`config.mk`:
```
export PLATFORM = sky130hd
export DESIGN_NAME = dmem_arbiter_flat
export DESIGN_NICKNAME = d
export VERILOG_FILES = /design/src/rtl/dmem_arbiter_if.sv /design/src/rtl/dmem_arbiter.sv /design/src/flat_wrapper.sv
export SDC_FILE = /design/constraint.sdc
export NUM_CORES = 1
export LEC_CHECK = 0
export ABC_AREA = 0
export BUFFER_PORTS_ARGS = -buffer_cell sky130_fd_sc_hd__buf_2
export CAP_MARGIN = 20
export CELL_PAD_IN_SITES_DETAIL_PLACEMENT = 0
export CELL_PAD_IN_SITES_GLOBAL_PLACEMENT = 1
export CORE_AREA = 2 2 91 158
export CTS_BUF_LIST = sky130_fd_sc_hd__clkbuf_8
export DETAILED_ROUTE_END_ITERATION = 6
export DIE_AREA = 0 0 93 160
export PLACE_DENSITY_LB_ADDON = 0.1
export REMOVE_ABC_BUFFERS = 1
export SYNTH_ARGS = -nofsm -noshare
export SYNTH_HDL_FRONTEND = slang
export SYNTH_SLANG_ARGS = --single-unit
```
`constraint.sdc`:
```
create_clock -name clk -period 1.7 [get_ports clk]
set_input_delay 0.255 -clock clk [delete_from_list [all_inputs] [get_ports clk]]
set_output_delay 0.255 -clock clk [all_outputs]
set_load 0.01 [all_outputs]
```
`src/rtl/dmem_arbiter_if.sv`:
```
// Data-memory arbiter bus: core port, secondary (DMA/loader) port and RAM port.
// The arbiter takes the slave view; requesters and the RAM take the master view.
interface dmem_arbiter_if #(
    parameter int AW = 32,
    parameter int DW = 32
);
    logic          c_req;
    logic          c_we;
    logic [1:0]    c_wa;
    logic [AW-1:0] c_addr;
    logic [DW-1:0] c_wdata;
    logic [DW-1:0] c_rdata;
    logic          c_stall;

    logic          d_req;
    logic          d_we;
    logic [1:0]    d_wa;
    logic [AW-1:0] d_addr;
    logic [DW-1:0] d_wdata;
    logic          d_gnt;
    logic          d_rvalid;
    logic [DW-1:0] d_rdata;

    logic [AW-1:0] ram_addr;
    logic [DW-1:0] ram_wdata;
    logic          ram_we;
    logic [1:0]    ram_wa;
    logic [DW-1:0] ram_rdata;

    modport slave (
        input  c_req, c_we, c_wa, c_addr, c_wdata,
        output c_rdata, c_stall,
        input  d_req, d_we, d_wa, d_addr, d_wdata,
        output d_gnt, d_rvalid, d_rdata,
        output ram_addr, ram_wdata, ram_we, ram_wa,
        input  ram_rdata
    );

    modport master (
        output c_req, c_we, c_wa, c_addr, c_wdata,
        input  c_rdata, c_stall,
        output d_req, d_we, d_wa, d_addr, d_wdata,
        input  d_gnt, d_rvalid, d_rdata,
        input  ram_addr, ram_wdata, ram_we, ram_wa,
        output ram_rdata
    );
endinterface

```
`src/rtl/dmem_arbiter.sv`:
```
// Shares one single-port data RAM between the core MEM stage and a secondary
// requester; each access is ISSUE + RESPONSE, secondary starvation is bounded.
module dmem_arbiter #(
    parameter int AW       = 32,
    parameter int DW       = 32,
    parameter int MAX_WAIT = 4
) (
    input  logic            clk,
    input  logic            rst,
    dmem_arbiter_if.slave   bus
);
    localparam int WW = $clog2(MAX_WAIT + 1);
    localparam logic [WW-1:0] WMAX = WW'(MAX_WAIT);

    typedef enum logic [1:0] {
        IDLE   = 2'd0,
        C_RESP = 2'd1,
        D_RESP = 2'd2
    } state_t;

    state_t        state;
    logic [WW-1:0] wait_cnt;
    logic          d_rd;
    logic          pick_d;
    logic          pick_c;

    // Arbitration and all bus outputs; forced idle while reset is held so a
    // store in its issue cycle drops ram_we without waiting for a clock edge.
    always_comb begin
        pick_d        = bus.d_req & (~bus.c_req | (wait_cnt == WMAX));
        pick_c        = bus.c_req & ~pick_d;
        bus.ram_addr  = '0;
        bus.ram_wdata = '0;
        bus.ram_we    = 1'b0;
        bus.ram_wa    = 2'd0;
        bus.c_rdata   = '0;
        bus.c_stall   = 1'b0;
        bus.d_gnt     = 1'b0;
        bus.d_rvalid  = 1'b0;
        bus.d_rdata   = '0;
        if (!rst) begin
            unique case (state)
                IDLE: begin
                    if (pick_c) begin
                        bus.ram_addr  = bus.c_addr;
                        bus.ram_wdata = bus.c_wdata;
                        bus.ram_we    = bus.c_we;
                        bus.ram_wa    = bus.c_wa;
                        bus.c_stall   = 1'b1;
                    end else if (pick_d) begin
                        bus.ram_addr  = bus.d_addr;
                        bus.ram_wdata = bus.d_wdata;
                        bus.ram_we    = bus.d_we;
                        bus.ram_wa    = bus.d_wa;
                        bus.d_gnt     = 1'b1;
                        bus.c_stall   = bus.c_req;
                    end
                end
                C_RESP: begin
                    bus.c_rdata = bus.ram_rdata;
                end
                D_RESP: begin
                    bus.d_rvalid = d_rd;
                    bus.d_rdata  = bus.ram_rdata;
                    bus.c_stall  = bus.c_req;
                end
                default: ;
            endcase
        end
    end

    // Sequencer: one issue per IDLE cycle, always back to IDLE after the response;
    // wait_cnt counts core wins while the secondary port is waiting.
    always_ff @(posedge clk or posedge rst) begin
        if (rst) begin
            state    <= IDLE;
            wait_cnt <= '0;
            d_rd     <= 1'b0;
        end else begin
            unique case (state)
                IDLE: begin
                    if (pick_c) begin
                        state <= C_RESP;
                        if (bus.d_req && wait_cnt != WMAX)
                            wait_cnt <= wait_cnt + WW'(1);
                    end else if (pick_d) begin
                        state    <= D_RESP;
                        wait_cnt <= '0;
                        d_rd     <= ~bus.d_we;
                    end else if (!bus.d_req) begin
                        wait_cnt <= '0;
                    end
                end
                default: state <= IDLE;
            endcase
        end
    end
endmodule

```
`src/flat_wrapper.sv`:
```
// flat-port wrapper written by rule: the top's interface ports become plain ports
module dmem_arbiter_flat 
#(
    parameter int AW       = 32,
    parameter int DW       = 32,
    parameter int MAX_WAIT = 4
)
  (clk, rst, bus_c_req, bus_c_we, bus_c_wa, bus_c_addr, bus_c_wdata, bus_c_rdata, bus_c_stall, bus_d_req, bus_d_we, bus_d_wa, bus_d_addr, bus_d_wdata, bus_d_gnt, bus_d_rvalid, bus_d_rdata, bus_ram_addr, bus_ram_wdata, bus_ram_we, bus_ram_wa, bus_ram_rdata);
  dmem_arbiter_if #(.AW(AW), .DW(DW)) bus_i ();
  input  logic clk;
  input  logic rst;
  input wire logic [$bits(bus_i.c_req)-1:0] bus_c_req;
  input wire logic [$bits(bus_i.c_we)-1:0] bus_c_we;
  input wire logic [$bits(bus_i.c_wa)-1:0] bus_c_wa;
  input wire logic [$bits(bus_i.c_addr)-1:0] bus_c_addr;
  input wire logic [$bits(bus_i.c_wdata)-1:0] bus_c_wdata;
  output wire logic [$bits(bus_i.c_rdata)-1:0] bus_c_rdata;
  output wire logic [$bits(bus_i.c_stall)-1:0] bus_c_stall;
  input wire logic [$bits(bus_i.d_req)-1:0] bus_d_req;
  input wire logic [$bits(bus_i.d_we)-1:0] bus_d_we;
  input wire logic [$bits(bus_i.d_wa)-1:0] bus_d_wa;
  input wire logic [$bits(bus_i.d_addr)-1:0] bus_d_addr;
  input wire logic [$bits(bus_i.d_wdata)-1:0] bus_d_wdata;
  output wire logic [$bits(bus_i.d_gnt)-1:0] bus_d_gnt;
  output wire logic [$bits(bus_i.d_rvalid)-1:0] bus_d_rvalid;
  output wire logic [$bits(bus_i.d_rdata)-1:0] bus_d_rdata;
  output wire logic [$bits(bus_i.ram_addr)-1:0] bus_ram_addr;
  output wire logic [$bits(bus_i.ram_wdata)-1:0] bus_ram_wdata;
  output wire logic [$bits(bus_i.ram_we)-1:0] bus_ram_we;
  output wire logic [$bits(bus_i.ram_wa)-1:0] bus_ram_wa;
  input wire logic [$bits(bus_i.ram_rdata)-1:0] bus_ram_rdata;
  assign bus_i.c_req = bus_c_req;
  assign bus_i.c_we = bus_c_we;
  assign bus_i.c_wa = bus_c_wa;
  assign bus_i.c_addr = bus_c_addr;
  assign bus_i.c_wdata = bus_c_wdata;
  assign bus_c_rdata = bus_i.c_rdata;
  assign bus_c_stall = bus_i.c_stall;
  assign bus_i.d_req = bus_d_req;
  assign bus_i.d_we = bus_d_we;
  assign bus_i.d_wa = bus_d_wa;
  assign bus_i.d_addr = bus_d_addr;
  assign bus_i.d_wdata = bus_d_wdata;
  assign bus_d_gnt = bus_i.d_gnt;
  assign bus_d_rvalid = bus_i.d_rvalid;
  assign bus_d_rdata = bus_i.d_rdata;
  assign bus_ram_addr = bus_i.ram_addr;
  assign bus_ram_wdata = bus_i.ram_wdata;
  assign bus_ram_we = bus_i.ram_we;
  assign bus_ram_wa = bus_i.ram_wa;
  assign bus_i.ram_rdata = bus_ram_rdata;
  dmem_arbiter #(.AW(AW), .DW(DW), .MAX_WAIT(MAX_WAIT)) u_core (.clk(clk), .rst(rst), .bus(bus_i));
endmodule
```
# == Word level (Yosys, flattened, before mapping) ==
# Index checks and enable logic that the tools add are counted.
# word_totals
output_inout_bits,134
reg_bits,6
input_bits,170
elab_cells,59
# classes
addsub,1
mux,37
eq_ne,7
bitwise_logic,7
reduce_logical,4
# op_table
operator,n
$mux 32,12
$mux 2,7
$mux 1,13
$mux 3,4
$ne 3x1->1 const B,2
$reduce_and 3->1,2
$not 1->1,4
$add 3x1->3 const B,1
$eq 3x3->1 const B,1
$ne 3x3->1 const B,1
$and 1x1->1,2
$eq 2x1->1 const B,1
$eq 2x2->1 const B,1
$logic_not 2->1,1
$ne 2x2->1 const B,1
$pmux 1 s2,1
$logic_and 1x1->1,1
$or 1x1->1,1

# == Depth between registers and ports, before layout ==
# logic_depth
depth_word,8
depth_mapped,8
ltp_nobuf,6

# == Worst setup path before layout ==
# OpenSTA, ideal clock, no wires.
# synth_timing
kind,reg-to-output
from,register u_core.wait_cnt[0]
to,output port bus_ram_addr[24]
slack_ns,-0.026
path_stages_with_launch,9
t_required_ns,1.445
arrival_time_ns,1.471
n_path_buf,2
cell_sequence,dfrtp_1 inv_1 ha_1 a21boi_1 nand2b_2 inv_2 buf_6 buf_6 a32o_1
# synth_between
elab_chain_cells,8
elab_cells_between_ends,9
classes_between,eq/ne (1); mux (4); bitwise (4)
# synth_lines
item,line_no,text
start: declaration,dmem_arbiter.sv:22,logic [WW-1:0] wait_cnt;
start signal: assignment,dmem_arbiter.sv:85,wait_cnt <= wait_cnt + WW'(1);
$eq 3x3->1 (*),dmem_arbiter.sv:30,pick_d = bus.d_req & (~bus.c_req | (wait_cnt == WMAX));
$or 1x1->1 (*),dmem_arbiter.sv:30,
$and 1x1->1 (*),dmem_arbiter.sv:30,
$not 1->1,dmem_arbiter.sv:31,pick_c = bus.c_req & ~pick_d;
$and 1x1->1,dmem_arbiter.sv:31,
$mux 32 (*),dmem_arbiter.sv:44,if (pick_c) begin
$mux 32 (*),dmem_arbiter.sv:42,unique case (state)
$mux 32 (*),dmem_arbiter.sv:41,if (!rst) begin
end: declaration,flat_wrapper.sv:27,output wire logic [$bits(bus_i.ram_addr)-1:0] bus_ram_addr;
# Mark *: on every way between the ends. The rest lies on a longest branch, timed or not.

# == Worst setup path after layout ==
# layout_timing
from,register u_core.wait_cnt[0]
to,output port bus_ram_wdata[21]
# layout_between
elab_chain_cells,8
elab_cells_between_ends,9
classes_between,eq/ne (1); mux (4); bitwise (4)
# layout_lines
item,line_no,text
$eq 3x3->1 (*),dmem_arbiter.sv:30,
$or 1x1->1 (*),dmem_arbiter.sv:30,
$and 1x1->1 (*),dmem_arbiter.sv:30,
$not 1->1,dmem_arbiter.sv:31,
$and 1x1->1,dmem_arbiter.sv:31,
$mux 32 (*),dmem_arbiter.sv:44,
$mux 32 (*),dmem_arbiter.sv:42,
$mux 32 (*),dmem_arbiter.sv:41,
end: declaration,flat_wrapper.sv:28,output wire logic [$bits(bus_i.ram_wdata)-1:0] bus_ram_wdata;
# Marks and branches as above.

==> run_summary.xml <==
<?xml version="1.0" encoding="UTF-8"?>
<metrics>
  <group name="outcome">
    <metric name="run_status" unit="">complete, but fails checks</metric>
    <metric name="violations" unit="">negative setup slack</metric>
  </group>
  <group name="die">
    <metric name="die-area" unit="sq mm">0.0149</metric>
    <metric name="fp.dieH" unit="microns">160</metric>
    <metric name="std_cell_rows" unit="">57</metric>
    <metric name="fp.coreArea" unit="sq mm">0.0137</metric>
    <metric name="fp.dieW" unit="microns">93</metric>
    <metric name="initial_core_util" unit="%">14.6</metric>
    <metric name="design.portCount" unit="">304</metric>
  </group>
  <group name="grt">
    <metric name="overflow" unit="">0</metric>
    <metric name="grt_max_degree" unit="">71</metric>
    <metric name="vias_in_the_first_global_route" unit="">3403</metric>
    <metric name="groute.usage.overall" unit="%">15.3</metric>
    <metric name="grt_pass1_wl" unit="microns">18100</metric>
    <metric name="initial_antenna_violation_count" unit="">1</metric>
  </group>
  <group name="clock_tree">
    <metric name="clock_sink_count" unit="">6</metric>
    <metric name="cts_made_buffers" unit="">3</metric>
    <metric name="root_driver" unit="">sky130_fd_sc_hd__clkbuf_8</metric>
    <metric name="cts.htree.levels" unit="">1</metric>
    <metric name="tritoncts" unit="">built</metric>
    <metric name="latest_clock_arrival_within_the_worst_skew_pair" unit="ns">0.23</metric>
    <metric name="clock_tree.buffer_depth" unit="">2</metric>
    <metric name="clkSlewWorstSetupHoldPaths" unit="ns">0.04</metric>
  </group>
  <group name="layout">
    <metric name="area_growth" unit="%">113</metric>
    <metric name="final_cells" unit="">790</metric>
    <metric name="postLayoutCellArea" unit="sq mm">0.00426</metric>
    <metric name="multi_input_comb_area" unit="sq mm">0.00176</metric>
    <metric name="nets" unit="">786</metric>
    <metric name="proportion_of_layout_cells_with_a_drive_suffix_above_1" unit="%">61.1</metric>
    <metric name="fillCellCount" unit="">1547</metric>
    <metric name="ff_latch_area" unit="sq um">153</metric>
  </group>
  <group name="drt">
    <metric name="drt_wl_total" unit="microns">13000</metric>
    <metric name="detail_route.first_pass.iterations" unit="">4</metric>
    <metric name="postRouteAntennaNets" unit="">0</metric>
    <metric name="vias" unit="">3566</metric>
    <metric name="route.detailed.drc" unit="">0</metric>
    <metric name="wl_met1" unit="microns">4110</metric>
    <metric name="highest_layer" unit="">met4</metric>
    <metric name="post_drt_wl_per_cell" unit="microns">16.5</metric>
    <metric name="routed_via_density" unit="">4.51</metric>
    <metric name="drt_iter0_drc" unit="">116</metric>
    <metric name="met2WireLength" unit="microns">7670</metric>
    <metric name="met3_length" unit="microns">1040</metric>
  </group>
  <group name="power">
    <metric name="netSwitchingFraction" unit="%">42.0</metric>
    <metric name="power.combinational.fraction" unit="%">75.0</metric>
    <metric name="power_switching" unit="mW">0.680</metric>
    <metric name="internal_power" unit="mW">0.938</metric>
    <metric name="power_density" unit="mW/mm^2">379</metric>
    <metric name="p_clk_share" unit="%">13.7</metric>
    <metric name="irDropWorstVdd" unit="V">0.000119</metric>
    <metric name="static-leakage-power" unit="nW">2.32</metric>
    <metric name="power_frac_seq" unit="%">11.3</metric>
  </group>
  <group name="sta">
    <metric name="postLayoutSetupSlackWorst" unit="ns">-0.260</metric>
    <metric name="max_freq" unit="GHz">0.510</metric>
    <metric name="timing_max_transition_violations_final" unit="">0</metric>
    <metric name="report.final.hold_viol_count" unit="">0</metric>
    <metric name="slew_headroom" unit="%">79.0</metric>
    <metric name="hold_slack" unit="ns">0.149</metric>
    <metric name="rsz_0062_raised_after_global_routing" unit="">yes</metric>
    <metric name="post-route-period-util" unit="%">115</metric>
    <metric name="timing.final.crit_period" unit="ns">1.96</metric>
    <metric name="clock-skew-final" unit="ns">0.00212</metric>
    <metric name="tightest_slew" unit="ns">0.314</metric>
    <metric name="report.final.setup_viol" unit="">82</metric>
  </group>
  <group name="setup_path">
    <metric name="critPathRequiredTime" unit="ns">1.44</metric>
    <metric name="critical_path.max_stage_delay" unit="ns">0.38</metric>
    <metric name="timing.critical_path.cells" unit="">inv_2 &gt; ha_4 &gt; buf_6 &gt; nand3_4 &gt; nand2_4 &gt; inv_8 &gt; clkbuf_16 &gt; a32o_1 &gt; buf_2</metric>
    <metric name="cp_data_arrival_time" unit="ns">1.70</metric>
    <metric name="cp.buffers_inverters" unit="">5</metric>
    <metric name="critical_path_class" unit="">reg2out</metric>
    <metric name="cp-end-kind" unit="">output port</metric>
    <metric name="critical-path-slowest-cell" unit="">sky130_fd_sc_hd__dfrtp_1</metric>
    <metric name="start_kind" unit="">flop</metric>
    <metric name="critical_path_peak_fanout" unit="">11</metric>
    <metric name="path_delay_family" unit="">buffers and inverters</metric>
  </group>
  <group name="placement">
    <metric name="hpwl" unit="microns">9500</metric>
    <metric name="gpl.final_weighted_congestion" unit="">0.793</metric>
    <metric name="io_buffer_count" unit="">303</metric>
    <metric name="numPlacedInstances" unit="">774</metric>
    <metric name="detailed_place.area" unit="sq mm">0.00380</metric>
  </group>
  <group name="synth">
    <metric name="syn-mean-instance-area" unit="sq um">6.45</metric>
    <metric name="synth_sequential_area_ratio" unit="%">7.49</metric>
    <metric name="synth_seq_cells" unit="">6</metric>
    <metric name="ys_warn_count" unit="">0</metric>
    <metric name="syn-cell-area" unit="sq mm">0.00201</metric>
    <metric name="synthCells" unit="">311</metric>
    <metric name="synth_cell_type_count" unit="">27</metric>
  </group>
  <group name="flow_run">
    <metric name="drv.max_cap_violation_count" unit="">0</metric>
  </group>
  <group name="min_path">
    <metric name="holdCritPathClass" unit="">in2async</metric>
  </group>
</metrics>
## kinds of logic after synthesis
group	share of synthesized area [%]
and+or+nand+nor	44.6
AOI/OAI and AO/OA	35.4
buffers and inverters	10.7
DFF	7.49
adders and majority gates	1.25
muxes	0.561
## metal layers
metal | global-route usage (%) | vias up
met1 | 14.2 | 1621
met5 | 0 | -
met2 | 32.2 | 207
met3 | 3.07 | 14
met4 | 3.88 | 0
li1 | - | 1724
## timing repair
| action | CTS | global route |
|---|---|---|
| setup buffers | 2 | 1 |
| pin swaps | 5 | 6 |
| hold buffers | 0 | 0 |
| gates cloned | 5 | 4 |
| setup endpoints to repair | 70 | 101 |
| endpoints found under the hold margin | 0 | 0 |
| resized for setup | 29 | 26 |
## state kept, by name, summed over array words and instances (netlist names)
name / flops
u_core.d_rd: 1
u_core.state: 2
u_core.wait_cnt: 3
## tightest hold or removal path: cells and delay by family
kind | cells | cell delay, ns
buffers and inverters | 3 | 0.47
## cell usage in the layout, fill, tap and decap left out, types with 4 or more instances in the layout
master / netlist / final
sky130_fd_sc_hd__a32o_1: 66 / 63
sky130_fd_sc_hd__dfrtp_1: 6 / 4
sky130_fd_sc_hd__buf_6: 4 / 7
sky130_fd_sc_hd__buf_2: 7 / 301
sky130_fd_sc_hd__nor2_1: 65 / 52
sky130_fd_sc_hd__nor2b_1: 67 / 67
sky130_fd_sc_hd__nor2_2: 0 / 13
sky130_fd_sc_hd__buf_12: 0 / 7
sky130_fd_sc_hd__buf_16: 0 / 5
sky130_fd_sc_hd__buf_4: 0 / 14
sky130_fd_sc_hd__nand2_1: 37 / 36
## per-stage QoR
stage	setup slack [ns]	total power, mW	util, %	TNS (ns)
2_1_floorplan	-0.315	0.627	-	-21.01
6_report	-0.260	1.62	31.1	-15.99
3_5_place_dp	-0.150	1.19	27.7	-4.29
4_1_cts	-0.300	1.55	29.8	-19.15
5_1_grt	-0.338	1.74	31.1	-23.73
3_3_place_gp	-0.157	1.19	27.7	-4.57
## final timing paths
path / slack [ns] / end / cells past startpoint / from
worst max register to register: 0.27 / u_core.wait_cnt[2] / 4 / u_core.state[0]
worst min-delay path: 0.15 / u_core.wait_cnt[2] / 3 / rst
worst min register to register: 0.51 / u_core.d_rd / 1 / u_core.d_rd
worst max-delay path: -0.26 / bus_ram_wdata[21] / 9 / u_core.wait_cnt[0]
min in group clk: 0.36 / u_core.d_rd / 3 / bus_d_we
max in group asynchronous: 1.37 / u_core.state[1] / 3 / rst
## power groups by stage
stage | Combinational, mW | Sequential (mW) | Clock [mW]
floorplan | 0.449 | 0.178 | 0
global placement | 1.01 | 0.179 | 0
detailed placement | 1.01 | 0.179 | 0
CTS | 1.14 | 0.179 | 0.231
global route | 1.32 | 0.186 | 0.239
finish | 1.21 | 0.183 | 0.221
## final cells by class
cell class / instances / share of cell area [%]
tap: 177 / 5.19
sequential: 6 / 3.58
multi-input combinational: 258 / 41.2
timing repair buffer: 337 / 47.9
clock buffer: 3 / 0.968
inverter: 8 / 1.06
antenna: 1 / 0.0587
## synthesized netlist by cell type
library cell | n | share of area, %
sky130_fd_sc_hd__a21boi_1 | 1 | 0.37
sky130_fd_sc_hd__nor3b_1 | 2 | 0.75
sky130_fd_sc_hd__ha_1 | 2 | 1.2
sky130_fd_sc_hd__nor2_1 | 65 | 12
sky130_fd_sc_hd__buf_1 | 3 | 0.56
sky130_fd_sc_hd__o21ai_0 | 1 | 0.25
sky130_fd_sc_hd__nand4_1 | 2 | 0.62
sky130_fd_sc_hd__nor3b_2 | 2 | 1.2
sky130_fd_sc_hd__buf_6 | 4 | 2.2
sky130_fd_sc_hd__clkbuf_1 | 25 | 4.7
sky130_fd_sc_hd__nand2_1 | 37 | 6.9
sky130_fd_sc_hd__mux2_1 | 1 | 0.56
sky130_fd_sc_hd__buf_2 | 7 | 1.7
sky130_fd_sc_hd__a211oi_1 | 1 | 0.37
sky130_fd_sc_hd__nand3_1 | 1 | 0.25
sky130_fd_sc_hd__o21ai_1 | 3 | 0.75
sky130_fd_sc_hd__inv_2 | 3 | 0.56
sky130_fd_sc_hd__nor2b_1 | 67 | 21
sky130_fd_sc_hd__inv_1 | 5 | 0.94
sky130_fd_sc_hd__a32o_1 | 66 | 33
sky130_fd_sc_hd__nand2b_2 | 1 | 0.44
sky130_fd_sc_hd__a21oi_1 | 1 | 0.25
sky130_fd_sc_hd__nand2b_1 | 2 | 0.62
sky130_fd_sc_hd__or4_1 | 1 | 0.37
sky130_fd_sc_hd__o32ai_1 | 1 | 0.44
sky130_fd_sc_hd__or2_1 | 1 | 0.31
sky130_fd_sc_hd__dfrtp_1 | 6 | 7.5
(Power assumes the default switching activity.)
